[src/rtl/booth_dot_accumulator.sv]
// Saturating dot-product accumulator for signed products from the radix-4 Booth multiplier.
// Sums a run of LEN products into an ACC_W-bit result, with valid/ready handshakes on input and output.
module booth_dot_accumulator #(
  parameter int unsigned PROD_W = 32,
  parameter int unsigned ACC_W  = 40,
  parameter int unsigned LEN_W  = 8
) (
  input  logic                    i_clk,
  input  logic                    i_rst,
  input  logic                    i_start,
  input  logic [LEN_W-1:0]        i_len,
  output logic                    o_busy,
  input  logic                    i_in_valid,
  output logic                    o_in_ready,
  input  logic [PROD_W-1:0]       i_in_product,
  output logic                    o_out_valid,
  input  logic                    i_out_ready,
  output logic [ACC_W-1:0]        o_out_acc,
  output logic                    o_out_sat
);

  localparam int unsigned SUM_W = ACC_W + 1;
  localparam int unsigned EXT_W = SUM_W - PROD_W;
  localparam logic [ACC_W-1:0] ACC_MAX = {1'b0, {(ACC_W-1){1'b1}}};
  localparam logic [ACC_W-1:0] ACC_MIN = {1'b1, {(ACC_W-1){1'b0}}};

  typedef enum logic [1:0] {
    S_IDLE  = 2'd0,
    S_ACCUM = 2'd1,
    S_HOLD  = 2'd2
  } state_t;

  state_t              r_state;
  state_t              w_state_nxt;
  logic                r_busy;
  logic                r_in_ready;
  logic                r_out_valid;
  logic                w_busy_nxt;
  logic                w_in_ready_nxt;
  logic                w_out_valid_nxt;

  logic [LEN_W-1:0]    r_count;
  logic [ACC_W-1:0]    r_acc;
  logic                r_sat;

  logic                w_accept;
  logic                w_start_run;
  logic [SUM_W-1:0]    w_prod_ext;
  logic [SUM_W-1:0]    w_acc_ext;
  logic [SUM_W-1:0]    w_sum;
  logic                w_ovf;
  logic [ACC_W-1:0]    w_acc_sat;

  assign w_accept    = i_in_valid && (r_state == S_ACCUM);
  assign w_start_run = i_start && (r_state == S_IDLE);

  // State register; handshake/status outputs are registered from the next-state decode.
  always_ff @(posedge i_clk) begin
    if (i_rst) begin
      r_state     <= S_IDLE;
      r_busy      <= 1'b0;
      r_in_ready  <= 1'b0;
      r_out_valid <= 1'b0;
    end else begin
      r_state     <= w_state_nxt;
      r_busy      <= w_busy_nxt;
      r_in_ready  <= w_in_ready_nxt;
      r_out_valid <= w_out_valid_nxt;
    end
  end

  // Next-state logic; start outside IDLE (including HOLD) is ignored.
  always_comb begin
    w_state_nxt = r_state;
    case (r_state)
      S_IDLE: begin
        if (i_start) begin
          w_state_nxt = (i_len != '0) ? S_ACCUM : S_HOLD;
        end
      end
      S_ACCUM: begin
        if (w_accept && (r_count == LEN_W'(1))) begin
          w_state_nxt = S_HOLD;
        end
      end
      S_HOLD: begin
        if (i_out_ready) begin
          w_state_nxt = S_IDLE;
        end
      end
      default: w_state_nxt = S_IDLE;
    endcase
  end

  // Output decode of the upcoming state.
  always_comb begin
    w_busy_nxt      = 1'b0;
    w_in_ready_nxt  = 1'b0;
    w_out_valid_nxt = 1'b0;
    case (w_state_nxt)
      S_ACCUM: begin
        w_busy_nxt     = 1'b1;
        w_in_ready_nxt = 1'b1;
      end
      S_HOLD: begin
        w_busy_nxt      = 1'b1;
        w_out_valid_nxt = 1'b1;
      end
      default: ;
    endcase
  end

  // One guard bit is enough: a disagreement between the top two sum bits marks overflow.
  assign w_prod_ext = {{EXT_W{i_in_product[PROD_W-1]}}, i_in_product};
  assign w_acc_ext  = {r_acc[ACC_W-1], r_acc};
  assign w_sum      = w_acc_ext + w_prod_ext;
  assign w_ovf      = w_sum[ACC_W] ^ w_sum[ACC_W-1];
  assign w_acc_sat  = !w_ovf        ? w_sum[ACC_W-1:0] :
                      w_sum[ACC_W]  ? ACC_MIN          : ACC_MAX;

  always_ff @(posedge i_clk) begin
    if (i_rst) begin
      r_acc   <= '0;
      r_count <= '0;
      r_sat   <= 1'b0;
    end else if (w_start_run) begin
      r_acc   <= '0;
      r_count <= i_len;
      r_sat   <= 1'b0;
    end else if (w_accept) begin
      r_acc   <= w_acc_sat;
      r_count <= r_count - LEN_W'(1);
      if (w_ovf) begin
        r_sat <= 1'b1;
      end
    end
  end

  assign o_busy      = r_busy;
  assign o_in_ready  = r_in_ready;
  assign o_out_valid = r_out_valid;
  assign o_out_acc   = r_acc;
  assign o_out_sat   = r_sat;

endmodule
[config.mk]
export PLATFORM = sky130hd
export DESIGN_NAME = booth_dot_accumulator
export DESIGN_NICKNAME = d
export VERILOG_FILES = /design/src/rtl/booth_dot_accumulator.sv
export SDC_FILE = /design/constraint.sdc
export NUM_CORES = 1
export LEC_CHECK = 0
export CAP_MARGIN = 20
export CORE_ASPECT_RATIO = 1.5
export CORE_MARGIN = 2
export CORE_UTILIZATION = 37
export DETAILED_ROUTE_END_ITERATION = 8
export PLACE_DENSITY = 0.63
export RECOVER_POWER = 100
export SYNTH_ARGS = -nofsm -noshare
export SYNTH_HDL_FRONTEND = slang
export SYNTH_SLANG_ARGS = --single-unit
[constraint.sdc]
create_clock -name i_clk -period 4.5 [get_ports i_clk]
set_input_delay 0.9 -clock i_clk [delete_from_list [all_inputs] [get_ports i_clk]]
set_output_delay 0.9 -clock i_clk [all_outputs]
set_load 0.1 [all_outputs]
==> flow_summary.toml, run 1 <==
[run_status]
status = "finished, violations left"
violations = "max-capacitance violations, max-slew violations"

[critical_path]
r2r_end = "o_out_acc[28]$_SDFFE_PP0P_"
setup.worst_path.end_class = "register"
start_kind = "input pin"
setup.worst_path.class = "in -> reg"
reg2reg_slack_ns = 1.14
arrival_ns = 4.30
rr_startpoint = "o_out_acc[0]$_SDFFE_PP0P_"
cp_data_required_time_ns = 4.74
crit_fanout = 4
reg2regPathDepth = 13

[yosys]
synthTopCellsByCount = "102 x a21oi_1, 68 x o21ai_0, 54 x dfxtp_1"
synth_top_cells_by_area = "dfxtp_1 21%, ha_1 11%, a21oi_1 10%"
synth_edf_count = 0
syn_inst = 652
syn_avg_cell_area_sq_um = 7.72
synth_largest_area_cell = "dfxtp_1"
ys_seq_elements = 54
netlist_area_sq_mm = 0.00503
synth.top_cell.area_share = 0.215
yosys_warnings = 0
ys.flop_type = "dfxtp_1"
synth_nets = 742
synth_seq_area_share = 0.215
synthArstFlopShare = 0
synth.distinct_cells = 75
yosysMostFrequentCell = "a21oi_1"

[timing]
fin_crit_sh = 0.903
setup_viol_count_final = 0
worst_pin_slew_ns = 1.91
rsz0062_at_grt = "false"
period_minus_slack_ns = 4.06
hold_ws_ns = 0.481
setup_tns_ns = 0
fin_skew_ns = 0.00815
finalHoldViolCount = 0
relSlewSlack = -0.275
drv_slew = 44
fmax_ghz = 0.246

[min_path]
worst_hold_path.endpoint = "r_count[6]$_SDFFE_PP0P_"
hp-class = "reg -> reg"
worstHoldPathCells = 2
hp-start = "r_count[6]$_SDFFE_PP0P_"

[global_routing]
gr-usage-met1 = 0.244
grt_usage = 0.212
grt_first_pass_wirelength_um = 25700
antenna_found_initial = 0
grt_use_met2 = 0.404
grt_max_degree = 44
grt.busiest_layer = "met2"
grtUsageMet3 = 0.0143
grt_pass1_vias = 5290
grt_overflow = 0

[routing]
vias = 5142
ant_nets = 0
post-route-drc-count = 0
first_iter_violations = 251
wire_per_inst_um = 17.6
drt_wl_total_um = 15600
via_per_inst = 5.80
drtPass1Iterations = 4

[clocking]
cts_buffers = 5
cts_resized = 0
ctsHtreeMaxLevel = 2
cts_sinks = 54
cts_setup_buffers = 0
path_clk_slew_ns = 0.08
cts_tree = "yes"
hold_buffers = 0
clock_path_buffers = 2
clk_latency_ns = 0.29
cts_root_buffer = "clkbuf_16"

[final_layout]
seq_area_sq_mm = 0.00108
drive_gt1_frac = 0.0828
diodes = 0
fillers = 1360
nets = 814
syn2layout_area_growth_pct = 23.0
multi_input_area_sq_mm = 0.00363

[floorplanning]
std_cell_rows = 52
die_h_um = 147
dieArea_sq_mm = 0.0146
core_area_sq_mm = 0.0134
die_w_um = 99.2
start_util = 0.375
io_pins = 89

[flow_run]
drv_cap = 1

[placement]
gp_congestion = 0.931
port_buffers = 88
dpl.hpwl_um = 11700

[power]
power_density_mw_per_mm2 = 266
ir_drop_mv = 0.216
finalPower_mw = 1.65
p_leak_nw = 2.61
worst max path at each step:
stage	from	to	slack (ns)	depth (start not counted)
6_report	i_in_product[0]	o_out_acc[28]$_SDFFE_PP0P_	0.44	14
5_1_grt	i_in_product[0]	o_out_acc[1]$_SDFFE_PP0P_	0.24	13
4_1_cts	i_in_product[0]	o_out_acc[28]$_SDFFE_PP0P_	0.64	14
3_5_place_dp	i_in_product[0]	o_out_acc[28]$_SDFFE_PP0P_	0.36	14
3_3_place_gp	i_in_product[1]	o_out_acc[36]$_SDFFE_PP0P_	0.47	12
2_1_floorplan	o_out_acc[0]$_SDFFE_PP0P_	o_out_acc[16]$_SDFFE_PP0P_	0.88	13
critical path, stage by stage:
cell and delay [ns]:
clkdlybuf4s50_1 0.46, ha_1 0.17, inv_1 0.06, fa_1 0.39, and2b_1 0.23, o2111ai_1 0.15, a21oi_1 0.38, o311ai_4 0.17
a21boi_0 0.31, nor4_1 0.10, a2111oi_0 0.57, buf_4 0.20, o211ai_1 0.07, nand3_1 0.12
cells by family after synthesis:
group	count (synthesis)	share of synthesized area
AOI/OAI and AO/OA	294	0.378
DFF	54	0.215
adders and majority gates	53	0.131
buffers and inverters	62	0.0604
and+or+nand+nor	154	0.154
xor gates and xnor gates	33	0.0574
muxes	2	0.00423
registers in the layout, indices dropped and copies added (netlist names):
name         flops
r_state          2
o_out_valid      1
r_count          8
o_out_sat        1
o_busy           1
o_in_ready       1
o_out_acc       40
where the power goes:
part	switching [mW]	internal, mW
clock	0.200	0.263
combinational	0.431	0.227
sequential	0.0209	0.503
total	0.652	0.994
layer usage:
layer	wire, um	vias up	part of all wire
met4	383	0	0.025
met2	8380	150	0.54
met1	6280	2393	0.40
met5	0	-	0
met3	564	24	0.036
li1	-	2575	-
cell type report:
cell class	count	area share
sequential	54	0.175
multi-input combinational	536	0.587
tap	162	0.0328
clock buffer	5	0.0202
clock inverter	3	0.00728
inverter	24	0.0146
timing repair buffer	103	0.164
metrics by stage:
stage	instances	worst slack (ns)	cell area, sq um	util
after floorplan	652	0.881	5030	-
after global placement	879	0.466	6040	0.451
after detailed placement	879	0.356	6040	0.451
after CTS	887	0.635	6210	0.463
after global routing	887	0.241	6190	0.462
final	887	0.437	6190	0.462
placed cells by master (no fill, tap or decap), types with 6 or more instances in the layout:
| cell type | Yosys | layout |
|---|---|---|
| nor3_1 | 7 | 7 |
| xor2_1 | 9 | 9 |
| maj3_1 | 0 | 6 |
| o21ai_1 | 23 | 23 |
| clkdlybuf4s50_1 | 0 | 43 |
| o21bai_1 | 9 | 9 |
| a21o_1 | 19 | 19 |
| nor2_1 | 40 | 39 |
| dfxtp_1 | 54 | 54 |
| and3_1 | 8 | 8 |
| ha_1 | 44 | 44 |
| xnor2_1 | 24 | 24 |
| dlygate4sd3_1 | 0 | 45 |
| buf_4 | 4 | 12 |
| inv_1 | 23 | 23 |
| nand3_1 | 23 | 23 |
| o21ai_0 | 68 | 68 |
| a21oi_2 | 13 | 12 |
| a21oi_1 | 102 | 103 |
| nand2_1 | 33 | 34 |
No activity file was read; power rests on OpenSTA's default activity.
==> run 2, diff against run 1 <==
--- a/config.mk
+++ b/config.mk
@@ -10,6 +10,7 @@
 export CORE_MARGIN = 2
 export CORE_UTILIZATION = 37
 export DETAILED_ROUTE_END_ITERATION = 8
+export GPL_ROUTABILITY_DRIVEN = 0
 export PLACE_DENSITY = 0.63
 export RECOVER_POWER = 100
 export SYNTH_ARGS = -nofsm -noshare
==> flow_summary.toml, run 2 (synthesized netlist as in run 1, its figures left out) <==
[min_path]
worstHoldPathCells = 2
hp-start = "o_out_sat$_SDFFE_PP0P_"
hp-class = "reg -> reg"
worst_hold_path.endpoint = "o_out_sat$_SDFFE_PP0P_"

[global_routing]
grt_usage = 0.203
grt_pass1_vias = 5200
antenna_found_initial = 0
grt_max_degree = 51
grt_overflow = 0
grt_first_pass_wirelength_um = 24700

[critical_path]
path_cells = "clkdlybuf4s50_1 > ha_1 > inv_1 > fa_1 > and2b_1 > o2111ai_2 > a21oi_1 > o311ai_1 > nand2_2 > a21oi_4 > mux2i_1 > nor4_1 > or3_1"
setup.worst_path.end_class = "register"
critical-path-slowest-cell = "o311ai_1"
r2r_end = "o_out_acc[36]$_SDFFE_PP0P_"
reg2reg_slack_ns = 1.07
setup.worst_path.class = "in -> reg"
crit_fanout = 4
cpPeakStageDelay_ns = 0.71
rr_startpoint = "o_out_acc[0]$_SDFFE_PP0P_"
reg2regPathDepth = 12
arrival_ns = 4.31
cp_data_required_time_ns = 4.69
start_kind = "input pin"

[routing]
wire_per_inst_um = 17.0
post-route-drc-count = 0
first_iter_violations = 226
vias = 5179
ant_nets = 0
via_per_inst = 5.85
drtPass1Iterations = 5
drt_wl_total_um = 15000

[placement]
port_buffers = 88
dpl.hpwl_um = 11400
dp_worst_setup_slack_ns = 0.370
dp_cells = 877

[power]
power_density_mw_per_mm2 = 258
p_leak_nw = 2.61
ir_drop_mv = 0.171

[final_layout]
diodes = 0
final_common_cell = "a21oi_1"
largest_reg_flops = 40
nets = 812
final_cell_mix = "103 x a21oi_1, 70 x o21ai_0, 54 x dfxtp_1"
drive_gt1_frac = 0.0775
syn2layout_area_growth_pct = 22.3
finalNonFillerCells = 885

[clocking]
hold_buffers = 0
cts_tree = "yes"
clk_latency_ns = 0.30
cts_buffers = 5
cts_sinks = 54
ctsHtreeMaxLevel = 2
cts_setup_buffers = 0
cts_resized = 0
clock_path_buffers = 2
path_clk_slew_ns = 0.07
cts_root_buffer = "clkbuf_16"

[timing]
rsz0062_at_grt = "false"
finalHoldViolCount = 0
relSlewSlack = 0.304
fin_skew_ns = 0.00787
setup_viol_count_final = 0
period_minus_slack_ns = 4.12
fin_crit_sh = 0.916
worst_pin_slew_ns = 1.04
setup_slack_ns = 0.376
drv_slew = 0
fmax_ghz = 0.243
setup_tns_ns = 0

[flow_run]
drv_cap = 0

[floorplanning]
std_cell_rows = 52
start_util = 0.375
core_area_sq_mm = 0.0134
die_h_um = 147
die_w_um = 99.2
dieArea_sq_mm = 0.0146
io_pins = 89

[run_status]
status = "completed"
## run 2: how the worst max path moves through the flow
stage / start / end / slack, ns
global route: i_in_product[0] / o_out_acc[36]$_SDFFE_PP0P_ / 0.25
detailed placement: i_in_product[1] / o_out_acc[36]$_SDFFE_PP0P_ / 0.37
finish: i_in_product[0] / o_out_acc[36]$_SDFFE_PP0P_ / 0.38
floorplan: o_out_acc[0]$_SDFFE_PP0P_ / o_out_acc[16]$_SDFFE_PP0P_ / 0.88
global placement: i_in_product[1] / o_out_acc[36]$_SDFFE_PP0P_ / 0.46
CTS: i_in_product[4] / o_out_acc[36]$_SDFFE_PP0P_ / 0.70
## run 2: where the power goes
group	switching, mW	internal (mW)	leakage, nW
clock	0.193	0.222	0.0739
combinational	0.425	0.226	2.10
sequential	0.0205	0.503	0.440
total	0.638	0.951	2.61
## run 2: critical path: cells and delay by family
family	cells	cell delay (ns)
and+or+nand+nor	4	0.84
buffers and inverters	2	0.47
AOI/OAI and AO/OA	4	1.33
adders and majority gates	2	0.41
muxes	1	0.33
## run 2: final cells by class
cell class / instances / area, sq um
Clock inverter: 1 / 5.00
Fill cell: 1367 / 7250
Sequential cell: 54 / 1080
Tap cell: 162 / 203
Clock buffer: 7 / 143
Inverter: 24 / 90.1
Timing Repair Buffer: 101 / 1010
Multi-Input combinational cell: 536 / 3620
## run 2: per-layer routing
metal / vias up / track usage / share of wire
met5: - / 0 / 0
met4: 0 / 0.0726 / 0.023
met3: 24 / 0.0138 / 0.029
met2: 137 / 0.396 / 0.55
met1: 2443 / 0.225 / 0.40
li1: 2575 / - / -
## run 2: per-stage QoR
step | power [mW] | cell area [sq um] | util | hold WS, ns
2_1_floorplan | 1.02 | 5030 | - | 0.443
3_3_place_gp | 1.19 | 6040 | 0.451 | 0.448
3_5_place_dp | 1.20 | 6040 | 0.451 | 0.453
4_1_cts | 1.62 | 6190 | 0.462 | 0.468
5_1_grt | 1.67 | 6150 | 0.459 | 0.500
6_report | 1.59 | 6150 | 0.459 | 0.465
==> run 3, diff against run 2 <==
--- a/config.mk
+++ b/config.mk
@@ -5,8 +5,9 @@
 export SDC_FILE = /design/constraint.sdc
 export NUM_CORES = 1
 export LEC_CHECK = 0
+export ABC_AREA = 1
 export CAP_MARGIN = 20
-export CORE_ASPECT_RATIO = 1.5
+export CORE_ASPECT_RATIO = 1.2
 export CORE_MARGIN = 2
 export CORE_UTILIZATION = 37
 export DETAILED_ROUTE_END_ITERATION = 8
==> flow_summary.toml, run 3 <==
[power]
power_density_mw_per_mm2 = 255
pwr-share-comb = 0.378
power.internal_mw = 0.959
p_leak_nw = 3.19
ir_drop_mv = 0.154
pwr-share-clk = 0.292
swShare = 0.395
switching_power_mw = 0.626
seq_power_share = 0.330

[yosys]
yosysMostFrequentCell = "nand2_1"
synth_edf_count = 0
synth_seq_area_share = 0.212
ys.flop_type = "dfxtp_1"
synthTopCellsByCount = "249 x nand2_1, 96 x inv_1, 76 x nor2_1"
synth.distinct_cells = 35
synth_top_cells_by_area = "dfxtp_1 21%, nand2_1 18%, ha_1 11%"
ys_seq_elements = 54
synthArstFlopShare = 0
synth_largest_area_cell = "dfxtp_1"
synth_nets = 911
netlist_area_sq_mm = 0.00509
syn_avg_cell_area_sq_um = 6.20
syn_inst = 821
synth.top_cell.area_share = 0.212
yosys_warnings = 0

[timing]
fin_crit_sh = 0.874
period_minus_slack_ns = 3.93
drv_slew = 0
rsz0062_at_grt = "false"
setup_viol_count_final = 0
setup_tns_ns = 0
worst_pin_slew_ns = 1.05
fin_skew_ns = 0.00536
relSlewSlack = 0.297
fmax_ghz = 0.254
finalHoldViolCount = 0

[routing]
drt_wl_total_um = 14800
wire_per_inst_um = 13.8
drtPass1Iterations = 5
post-route-drc-count = 0
via_per_inst = 5.06
ant_nets = 0
first_iter_violations = 250
vias = 5419

[global_routing]
grt_max_degree = 41
grt_usage = 0.196
grt_first_pass_wirelength_um = 24400
antenna_found_initial = 0
grt_pass1_vias = 5157
grt_overflow = 0

[run_status]
status = "completed"

[clocking]
clock_path_buffers = 2
hold_buffers = 0
clk_latency_ns = 0.30
cts_buffers = 5
ctsHtreeMaxLevel = 2
path_clk_slew_ns = 0.08
cts_sinks = 54
cts_tree = "yes"
cts_resized = 0
cts_root_buffer = "clkbuf_16"
cts_setup_buffers = 0

[critical_path]
start_kind = "input pin"
arrival_ns = 4.11
crit_fanout = 16
setup.worst_path.end_class = "register"
setup.worst_path.class = "in -> reg"
reg2reg_slack_ns = 1.23
cp_data_required_time_ns = 4.68

[floorplanning]
std_cell_rows = 46
io_pins = 89
core_area_sq_mm = 0.0134
die_h_um = 132
start_util = 0.381
dieArea_sq_mm = 0.0147
die_w_um = 111

[final_layout]
final_common_cell = "nand2_1"
diodes = 0
final_cell_mix = "251 x nand2_1, 96 x inv_1, 81 x a21oi_1"
nets = 993
drive_gt1_frac = 0.0398
largest_reg_flops = 40
syn2layout_area_growth_pct = 22.3
finalNonFillerCells = 1072

[min_path]
hp-class = "reg -> reg"

[placement]
dpl.hpwl_um = 11900
port_buffers = 88
dp_cells = 1064

[flow_run]
drv_cap = 0
[run 3: critical path, stage by stage]
cell	delay (ns)
clkdlybuf4s50_1	0.51
ha_1	0.22
inv_1	0.07
fa_1	0.38
inv_1	0.08
nand2_1	0.08
nand2_1	0.07
nand3_1	0.06
nand2_1	0.15
nand2_1	0.09
nand3_2	0.12
nand2_1	0.10
nand3_1	0.08
nand2_1	0.11
a21oi_2	0.70
clkbuf_1	0.28
a21oi_1	0.10
[run 3: stage by stage]
step / instance area, sq um / power [mW] / setup slack (ns) / hold slack (ns) / utilization
finish: 6220 / 1.58 / 0.569 / 0.513 / 0.466
detailed placement: 6130 / 1.15 / 0.536 / 0.496 / 0.459
global route: 6220 / 1.67 / 0.316 / 0.529 / 0.466
CTS: 6300 / 1.62 / 0.849 / 0.516 / 0.472
global placement: 6130 / 1.15 / 0.611 / 0.488 / 0.459
floorplan: 5090 / 0.989 / 1.43 / 0.461 / -
[run 3: area by class of cell]
type	count	area, sq um
Clock buffer	5	125
Clock inverter	3	47.5
Fill cell	1462	7130
Inverter	97	364
Multi-Input combinational cell	652	3470
Sequential cell	54	1080
Tap cell	168	210
Timing Repair Buffer	93	923
[run 3: kinds of logic (layout without fill, tap and decap cells)]
| group | after synthesis | in the layout | synth area share |
|---|---|---|---|
| AO/OA/AOI/OAI | 178 | 178 | 0.204 |
| XOR/XNOR | 35 | 35 | 0.0603 |
| adder cells (fa/ha/maj) | 45 | 45 | 0.112 |
| buffers and inverters | 115 | 198 | 0.0937 |
| flip-flops | 54 | 54 | 0.212 |
| AND/OR/NAND/NOR | 394 | 394 | 0.318 |
[run 3: power groups by stage]
stage / registers [mW] / clock network (mW) / logic, mW
2_1_floorplan: 0.660 / 0 / 0.329
3_3_place_gp: 0.535 / 0 / 0.613
3_5_place_dp: 0.535 / 0 / 0.614
4_1_cts: 0.524 / 0.476 / 0.617
5_1_grt: 0.528 / 0.487 / 0.655
6_report: 0.523 / 0.463 / 0.598
[run 3: per-layer routing]
metal  share of wire  track usage
met4           0.018       0.0569
met2            0.50        0.365
met5               0            0
met1            0.44        0.237
met3           0.046       0.0238
[run 3: path summary, 6_finish.rpt]
kind | start | end | depth (start not counted)
setup / recovery | i_in_product[0] | o_out_acc[3]$_SDFFE_PP0P_ | 17
hold / removal | r_count[6]$_SDFFE_PP0P_ | r_count[6]$_SDFFE_PP0P_ | 2
setup reg to reg | o_out_acc[0]$_SDFFE_PP0P_ | o_out_acc[3]$_SDFFE_PP0P_ | 16
hold reg to reg | r_count[6]$_SDFFE_PP0P_ | r_count[6]$_SDFFE_PP0P_ | 2
